==> src/rtl/mem_bus_if.sv <==
// Load/store bus adapter: turns level-held read/write requests into word-aligned,
// single-outstanding bus beats, splitting misaligned accesses into two beats.
module mem_bus_if #(
    parameter int TIMEOUT_CYC = 255
) (
    input  logic        clk,
    input  logic        rst,
    input  logic        mem_read_en,
    input  logic        mem_write_en,
    input  logic [31:0] mem_addr,
    input  logic [31:0] mem_data,
    input  logic [1:0]  byte_size,
    output logic [31:0] mem_data_in,
    output logic        mem_read_ready,
    output logic        mem_write_ready,
    output logic        mem_err,
    output logic        bus_req,
    output logic        bus_we,
    output logic [31:0] bus_addr,
    output logic [31:0] bus_wdata,
    output logic [3:0]  bus_wstrb,
    input  logic        bus_gnt,
    input  logic        bus_rvalid,
    input  logic [31:0] bus_rdata,
    input  logic        bus_err
);

    localparam logic [2:0] S_IDLE  = 3'd0;
    localparam logic [2:0] S_REQ0  = 3'd1;
    localparam logic [2:0] S_WAIT0 = 3'd2;
    localparam logic [2:0] S_REQ1  = 3'd3;
    localparam logic [2:0] S_WAIT1 = 3'd4;
    localparam logic [2:0] S_RESP  = 3'd5;

    localparam logic [7:0] TO_LAST = 8'(TIMEOUT_CYC - 1);

    logic [2:0]  state_q, state_d;
    logic [7:0]  cnt_q, cnt_d;
    logic [31:0] addr_q, addr_d;
    logic [31:0] data_q, data_d;
    logic [1:0]  size_q, size_d;
    logic        we_q, we_d;
    logic        err_q, err_d;
    logic [63:0] buf_q, buf_d;
    logic [31:0] rdata_q, rdata_d;

    function automatic logic [3:0] size_mask(input logic [1:0] sz);
        case (sz)
            2'd1:    return 4'b0001;
            2'd2:    return 4'b0011;
            default: return 4'b1111;
        endcase
    endfunction

    function automatic logic [31:0] extract(input logic [63:0] b, input logic [1:0] off,
                                            input logic [1:0] sz);
        logic [63:0] sh;
        logic [31:0] keep;
        sh = b >> {off, 3'b000};
        case (sz)
            2'd1:    keep = 32'h0000_00FF;
            2'd2:    keep = 32'h0000_FFFF;
            default: keep = 32'hFFFF_FFFF;
        endcase
        return sh[31:0] & keep;
    endfunction

    logic [7:0]  mask8;
    logic [63:0] wdata64;
    logic        need_beat1;
    logic        in_req;
    logic        beat1_sel;
    logic [31:0] base_addr;

    // Lane placement is derived from the latched request so the bus side stays stable.
    assign mask8      = {4'b0000, size_mask(size_q)} << addr_q[1:0];
    assign wdata64    = {32'h0, data_q} << {addr_q[1:0], 3'b000};
    assign need_beat1 = |mask8[7:4];
    assign base_addr  = {addr_q[31:2], 2'b00};
    assign in_req     = (state_q == S_REQ0) || (state_q == S_REQ1);
    assign beat1_sel  = (state_q == S_REQ1);

    assign bus_req         = in_req;
    assign bus_we          = in_req & we_q;
    assign bus_addr        = !in_req ? 32'h0 : (beat1_sel ? base_addr + 32'd4 : base_addr);
    assign bus_wstrb       = !(in_req && we_q) ? 4'h0 : (beat1_sel ? mask8[7:4] : mask8[3:0]);
    assign bus_wdata       = !(in_req && we_q) ? 32'h0 :
                             (beat1_sel ? wdata64[63:32] : wdata64[31:0]);
    assign mem_read_ready  = (state_q == S_RESP) & ~we_q;
    assign mem_write_ready = (state_q == S_RESP) & we_q;
    assign mem_err         = (state_q == S_RESP) & err_q;
    assign mem_data_in     = rdata_q;

    always_comb begin
        state_d = state_q;
        cnt_d   = cnt_q;
        addr_d  = addr_q;
        data_d  = data_q;
        size_d  = size_q;
        we_d    = we_q;
        err_d   = err_q;
        buf_d   = buf_q;
        rdata_d = rdata_q;
        case (state_q)
            S_IDLE: begin
                if (mem_read_en || mem_write_en) begin
                    we_d = mem_write_en;
                    if ((mem_read_en && mem_write_en) || (byte_size == 2'd3)) begin
                        err_d   = 1'b1;
                        state_d = S_RESP;
                        if (!mem_write_en) begin
                            rdata_d = 32'h0;
                        end
                    end else begin
                        addr_d  = mem_addr;
                        data_d  = mem_data;
                        size_d  = byte_size;
                        err_d   = 1'b0;
                        cnt_d   = 8'd0;
                        state_d = S_REQ0;
                    end
                end
            end
            S_REQ0, S_REQ1: begin
                if (bus_gnt) begin
                    state_d = (state_q == S_REQ0) ? S_WAIT0 : S_WAIT1;
                    cnt_d   = 8'd0;
                end else if (cnt_q == TO_LAST) begin
                    err_d   = 1'b1;
                    cnt_d   = 8'd0;
                    state_d = S_RESP;
                end else begin
                    cnt_d = cnt_q + 8'd1;
                end
            end
            S_WAIT0, S_WAIT1: begin
                if (bus_rvalid) begin
                    if (state_q == S_WAIT0) begin
                        buf_d[31:0] = bus_rdata;
                    end else begin
                        buf_d[63:32] = bus_rdata;
                    end
                    err_d = err_q | bus_err;
                    cnt_d = 8'd0;
                    if ((state_q == S_WAIT0) && need_beat1 && !err_d) begin
                        state_d = S_REQ1;
                    end else begin
                        state_d = S_RESP;
                    end
                end else if (cnt_q == TO_LAST) begin
                    err_d   = 1'b1;
                    cnt_d   = 8'd0;
                    state_d = S_RESP;
                end else begin
                    cnt_d = cnt_q + 8'd1;
                end
            end
            S_RESP: begin
                state_d = S_IDLE;
            end
            default: begin
                state_d = S_IDLE;
            end
        endcase
        // Read result is registered on the way into RESP so it is valid during the pulse.
        if ((state_d == S_RESP) && (state_q != S_RESP) && (state_q != S_IDLE) && !we_q) begin
            rdata_d = err_d ? 32'h0 : extract(buf_d, addr_q[1:0], size_q);
        end
    end

    always_ff @(posedge clk or posedge rst) begin
        if (rst) begin
            state_q <= S_IDLE;
            cnt_q   <= 8'd0;
            addr_q  <= 32'h0;
            data_q  <= 32'h0;
            size_q  <= 2'd0;
            we_q    <= 1'b0;
            err_q   <= 1'b0;
            buf_q   <= 64'h0;
            rdata_q <= 32'h0;
        end else begin
            state_q <= state_d;
            cnt_q   <= cnt_d;
            addr_q  <= addr_d;
            data_q  <= data_d;
            size_q  <= size_d;
            we_q    <= we_d;
            err_q   <= err_d;
            buf_q   <= buf_d;
            rdata_q <= rdata_d;
        end
    end

endmodule

==> config.mk <==
export PLATFORM = sky130hd
export DESIGN_NAME = mem_bus_if
export DESIGN_NICKNAME = d
export VERILOG_FILES = /design/src/rtl/mem_bus_if.sv
export SDC_FILE = /design/constraint.sdc
export NUM_CORES = 1
export LEC_CHECK = 0
export BUFFER_PORTS_ARGS = -buffer_cell sky130_fd_sc_hd__buf_2
export CORE_ASPECT_RATIO = 1.75
export CORE_MARGIN = 2
export CORE_UTILIZATION = 40
export DETAILED_ROUTE_END_ITERATION = 8
export MAX_ROUTING_LAYER = met4
export PLACE_DENSITY = 0.65
export SLEW_MARGIN = 20
export SYNTH_ARGS = -nofsm -noshare
export SYNTH_HDL_FRONTEND = slang
export SYNTH_SLANG_ARGS = --single-unit
==> constraint.sdc <==
create_clock -name clk -period 5.95 [get_ports clk]
set_input_delay 0.2975 -clock clk [delete_from_list [all_inputs] [get_ports clk]]
set_output_delay 0.2975 -clock clk [all_outputs]
set_load 0.05 [all_outputs]
# Yosys cells after proc, flatten, opt, wreduce, memory -nomap -nowiden
# Index checks and enable logic that the tools add are counted.
# Widths: inputs -> output; s select.
dict set report word_totals {
  reg_bits 175
  latchBits 0
  mem_bits_rw 0
  romBits 0
  memories 0
}
dict set report op_classes {
  n_addsub 2
  n_mul 0
  div 0
  order_cmp 0
  n_eq_ne 14
  n_shift 3
  n_mux 39
  bitwise_logic 8
  n_reduce_logical 25
}
# cell n
set op_table {}
lappend op_table {{$mux 32} 13}
lappend op_table {{$mux 64} 2}
lappend op_table {{$pmux 32 s2} 1}
lappend op_table {{$shl 32x5->64} 1}
lappend op_table {{$shr 64x5->32} 1}
lappend op_table {{$mux 8} 5}
lappend op_table {{$add 32x3->32 const B} 1}
lappend op_table {{$and 32x32->32} 1}
lappend op_table {{$pmux 8 s3} 1}
lappend op_table {{$mux 3} 7}
lappend op_table {{$eq 3x3->1 const B} 3}
lappend op_table {{$pmux 3 s3} 1}
lappend op_table {{$add 8x1->8 const B} 1}
lappend op_table {{$eq 8x8->1 const B} 1}
lappend op_table {{$mux 4} 2}
lappend op_table {{$pmux 4 s2} 1}
lappend op_table {{$shl 4x2->8} 1}
lappend op_table {{$logic_and 1x1->1} 7}
lappend op_table {{$eq 3x2->1 const B} 2}
lappend op_table {{$reduce_and 3->1} 2}
lappend op_table {{$reduce_bool 2->1} 3}
lappend op_table {{$reduce_bool 3->1} 2}
lappend op_table {{$mux 1} 5}
lappend op_table {{$and 1x1->1} 4}
lappend op_table {{other kinds (16)} 23}

# Longest topological paths before layout
dict set report logic_depth {
  word_depth 17
  depth_mapped 11
  mapped_depth_nobuf 8
}

# Worst setup path before layout
# No wires, ideal clock.
dict set report synth_path {
  kind {reg-to-output}
  from {reg state_q[2]}
  to {out bus_wdata[0]}
  t_arrival_ns 2.740
  t_required_ns 5.653
  slack_ns 2.913
  stages_incl_launch_ff 8
  path_buffers 1
  cell_sequence {dfrtp_1 > nand2b_1 > buf_2 > inv_2 > nand2_1 > inv_1 > o21ai_1 > nor3_1}
}
dict set report synth_between {
  elab_chain_len 4
}
# item line
set synth_rtl {}
lappend synth_rtl {{from (decl)} 37} ;# logic [2:0] state_q, state_d;
lappend synth_rtl {{from (signal assigned)} 183} ;# state_q <= state_d;
lappend synth_rtl {{$eq 3x1->1 or $eq 3x2->1 (tied branches)} 80} ;# assign in_req = (state_q == S_REQ0) || (state_q == S_REQ1);
lappend synth_rtl {{$logic_or 1x1->1 (*)} 80}
lappend synth_rtl {{named net bus_req} 17} ;# output logic bus_req,
lappend synth_rtl {{$logic_and 1x1->1 (*)} 87} ;# assign bus_wdata = !(in_req && we_q) ? 32'h0 :
lappend synth_rtl {{$mux 32 (*)} 87}
lappend synth_rtl {{to (decl)} 20} ;# output logic [31:0] bus_wdata,
# The timed path passes the listed nets; every way through them passes the cells marked *.

# Worst setup path after layout
dict set report layout_path {
  from {reg addr_q[1]}
  to {out bus_wdata[18]}
}
dict set report layout_between {
  elab_chain_len 3
}
# item line
set layout_rtl {}
lappend layout_rtl {{from (decl)} 39} ;# logic [31:0] addr_q, addr_d;
lappend layout_rtl {{from (signal assigned)} 185} ;# addr_q <= addr_d;
lappend layout_rtl {{$shl 32x5->64} 77} ;# assign wdata64 = {32'h0, data_q} << {addr_q[1:0], 3'b000};
lappend layout_rtl {{$mux 32} 88} ;# (beat1_sel ? wdata64[63:32] : wdata64[31:0]);
lappend layout_rtl {{$mux 32} 87}
# Every way passes these cells.

==> flow_metrics.py <==
metrics = {
    "placement": {
        "place_hpwl_um": 19300,
        "gp_congestion": 0.817,
        "portBuffers": 207,
    },
    "timing": {
        "rsz0062_at_grt": "no",
        "max_freq_ghz": 0.261,
        "min_period_over_period": 0.643,
        "max_slew_margin": 0.315,
        "hold_viol_final": 0,
        "fin_setup_tns_ns": 0,
        "setup_viol": 0,
        "slew_violations": 0,
        "tightest_slew_ns": 1.03,
        "finClkSkew_ns": 0.0107,
        "period_needed_ns": 3.82,
    },
    "power": {
        "cellLeakagePower_nw": 5.00,
        "p_comb_frac": 0.521,
        "internal_power_mw": 3.61,
        "switching_share": 0.487,
        "switchingPower_mw": 3.42,
        "ir_drop_uv": 315,
        "seqPwrFrac": 0.316,
        "power.density_nw_per_um2": 633,
        "power_frac_clock": 0.163,
    },
    "route": {
        "drc": 0,
        "route.detailed.wl_per_inst_um": 19.7,
        "drt_first_pass_iters": 5,
        "drt_iter0_markers": 397,
        "via_per_inst": 5.55,
        "ant_nets": 0,
        "wl_um": 27400,
        "vias": 7700,
    },
    "flow_run": {
        "cap_viol_max_count": 0,
    },
    "yosys": {
        "synth-xor-area-share": 0.0281,
        "synth_top_family_by_area": "multiplexers",
        "synth_mux_area_frac": 0.183,
        "yosys.area_share.simple": 0.151,
        "ys_seq_area_frac": 0.447,
        "synth_compound_area_frac": 0.142,
        "syn_area_um2": 9360,
        "ys.flop_type": "dfrtp_1",
        "synth_seq_cells": 167,
        "avgSynthCellArea_um2": 10.3,
        "yosys.area_share.adder": 0.00535,
        "synth_cells": 909,
        "ys_types": 57,
        "asyncSetResetFlopFracSynth": 1.00,
        "yosysWarnings": 0,
        "synth-edff-count": 0,
    },
    "clocking": {
        "clk_pin_slew_ns": 0.07,
        "cts.path.max_buffers": 2,
        "cts_sinks": 167,
        "cts_setup_buffers": 0,
        "ctsHoldBuffers": 0,
        "cts_max_level": 4,
        "clk-insertion-delay-late_ns": 0.44,
        "clock-root-buffer": "clkbuf_16",
        "cts-buffers-inserted": 17,
        "post_cts_resized": 0,
        "cts_tree": "done",
    },
    "critical_path": {
        "worst_path_largest_cell_delay_ns": 1.10,
        "ff2ff_setup_slack_ns": 2.94,
        "rr_endpoint": "mem_data_in[2]",
        "path_delay_family": "simple AND/OR/NAND/NOR gates",
        "cp.depth": 5,
        "reg2regPathDepth": 9,
        "timing.rr.start": "state_q[2]",
        "cp_data_required_time_ns": 5.65,
        "cp.arrival_ns": 3.53,
        "critical_path_class": "flop to output pin",
        "crit_slowest_cell": "dfrtp_4",
        "crit_path_frequent_cell": "nor2_1",
        "cp_max_fo": 104,
        "crit_start": "addr_q[1]",
        "endpoint_kind": "output pin",
        "cp-endpoint": "bus_wdata[18]",
        "cp_cell_sequence": "nand2_1 > nor2_1 > a21oi_1 > nor2_1 > buf_2",
        "worstSetupStartpointType": "flop",
        "crit_buf_inv": 1,
    },
    "global_route": {
        "track_usage": 0.228,
        "grt_antenna_before_repair": 1,
        "grt_first_pass_wirelength_um": 42200,
        "grt_max_degree": 105,
        "grt_pass1_vias": 7824,
        "overflow": 0,
    },
    "die": {
        "num_rows": 74,
        "io_pins": 210,
        "start_util": 0.404,
        "die_h_um": 206,
        "coreArea_um2": 23100,
        "die_area_um2": 24700,
        "die_w_um": 120,
    },
    "hold_path": {
        "hold_class": "input pin to asynchronous set/reset pin",
    },
    "layout": {
        "utilization": 0.480,
        "synthToLayoutAreaGrowth_pct": 18.8,
        "drive_above_1_share": 0.381,
        "layout_common_cells": "207 x buf_2, 165 x dfrtp_1, 136 x mux2_2",
        "final_nets": 1179,
        "layout_commonest_cell": "buf_2",
    },
    "status": {
        "status": "finished clean",
    },
}
metrics by stage:
| step | area (um2) | total power [mW] | worst slack, ns | hold slack, ns | cells |
|---|---|---|---|---|---|
| finish | 11100 | 7.03 | 2.13 | 0.0576 | 1388 |
| global route | 11100 | 7.45 | 1.84 | 0.0758 | 1388 |
| CTS | 11100 | 7.07 | 2.11 | 0.0599 | 1387 |
| detailed placement | 10500 | 5.91 | 2.60 | 0.485 | 1355 |
| global placement | 10500 | 5.85 | 2.64 | 0.481 | 1355 |
| floorplan | 9360 | 4.98 | 1.13 | 0.407 | 910 |
registers in the layout, indices dropped and copies added, names as in the netlist:
register,count
buf_q,56
state_q,3
data_q,32
err_q,1
addr_q,32
cnt_q,8
size_q,2
we_q,1
mem_data_in,32
synth_stat cells, types with 3 or more instances:
cell	number	area, um2
o41ai_1	4	35.0
a2111o_1	8	90.1
nor3b_1	3	22.5
a21oi_1	43	215
and2_1	3	18.8
nor2b_1	15	93.8
nand2_1	31	116
buf_6	4	45.0
inv_1	9	33.8
clkbuf_1	34	128
o21ai_0	18	90.1
buf_1	11	41.3
o41ai_2	12	195
o31ai_1	11	82.6
nand3b_1	10	75.1
a211oi_1	14	105
mux2_2	136	1530
ha_1	4	50.1
buf_4	8	60.1
mux2i_1	18	180
o22ai_1	26	163
or3_1	3	18.8
nand2b_1	14	87.6
nor2_1	105	394
o211a_1	8	80.1
and3_1	12	75.1
nand3_1	51	255
nor3_1	18	90.1
buf_2	19	95.1
xnor2_1	11	96.3
o221ai_1	8	70.1
xor2_1	19	166
dfrtp_1	167	4180
o21ai_1	10	50.1
nand4_1	10	62.6
power by group through the flow:
stage | sequential [mW] | combinational [mW] | clock (mW)
detailed placement | 2.24 | 3.66 | 0
CTS | 2.23 | 3.68 | 1.17
global route | 2.31 | 3.93 | 1.21
global placement | 2.22 | 3.63 | 0
floorplan | 2.19 | 2.80 | 0
finish | 2.22 | 3.66 | 1.15
final cells by class:
cell class	count	area [um2]
Inverter	10	42.5
Timing Repair Buffer	217	1110
Sequential cell	167	4190
Multi-Input combinational cell	657	4790
Antenna cell	1	2.50
Fill cell	2201	12000
Tap cell	304	380
Clock buffer	18	439
Clock inverter	14	163
how the worst min path moves through the flow:
stage / slack, ns / to / from / cells after the start
finish: 0.06 / addr_q[8] / rst / 2
global placement: 0.48 / buf_q[4] / buf_q[4] / 1
global route: 0.08 / data_q[11] / mem_data[11] / 2
detailed placement: 0.49 / buf_q[55] / buf_q[55] / 1
CTS: 0.06 / addr_q[30] / mem_addr[30] / 3
floorplan: 0.41 / state_q[0] / bus_gnt / 1
metal layers:
| layer | vias up | global-route usage | wire (um) |
|---|---|---|---|
| met4 | 0 | 0.0950 | 971 |
| li1 | 3620 | - | - |
| met5 | - | - | 0 |
| met3 | 49 | 0.0381 | 1230 |
| met2 | 231 | 0.414 | 14900 |
| met1 | 3800 | 0.243 | 10200 |
logic make-up after synthesis:
family,count (synthesis)
AOI/OAI and AO/OA,180
adders and majority gates,4
and+or+nand+nor,287
xor gates and xnor gates,30
buffers and inverters,86
other,1
DFF,167
muxes,154
No activity file was read; power rests on OpenSTA's default activity.
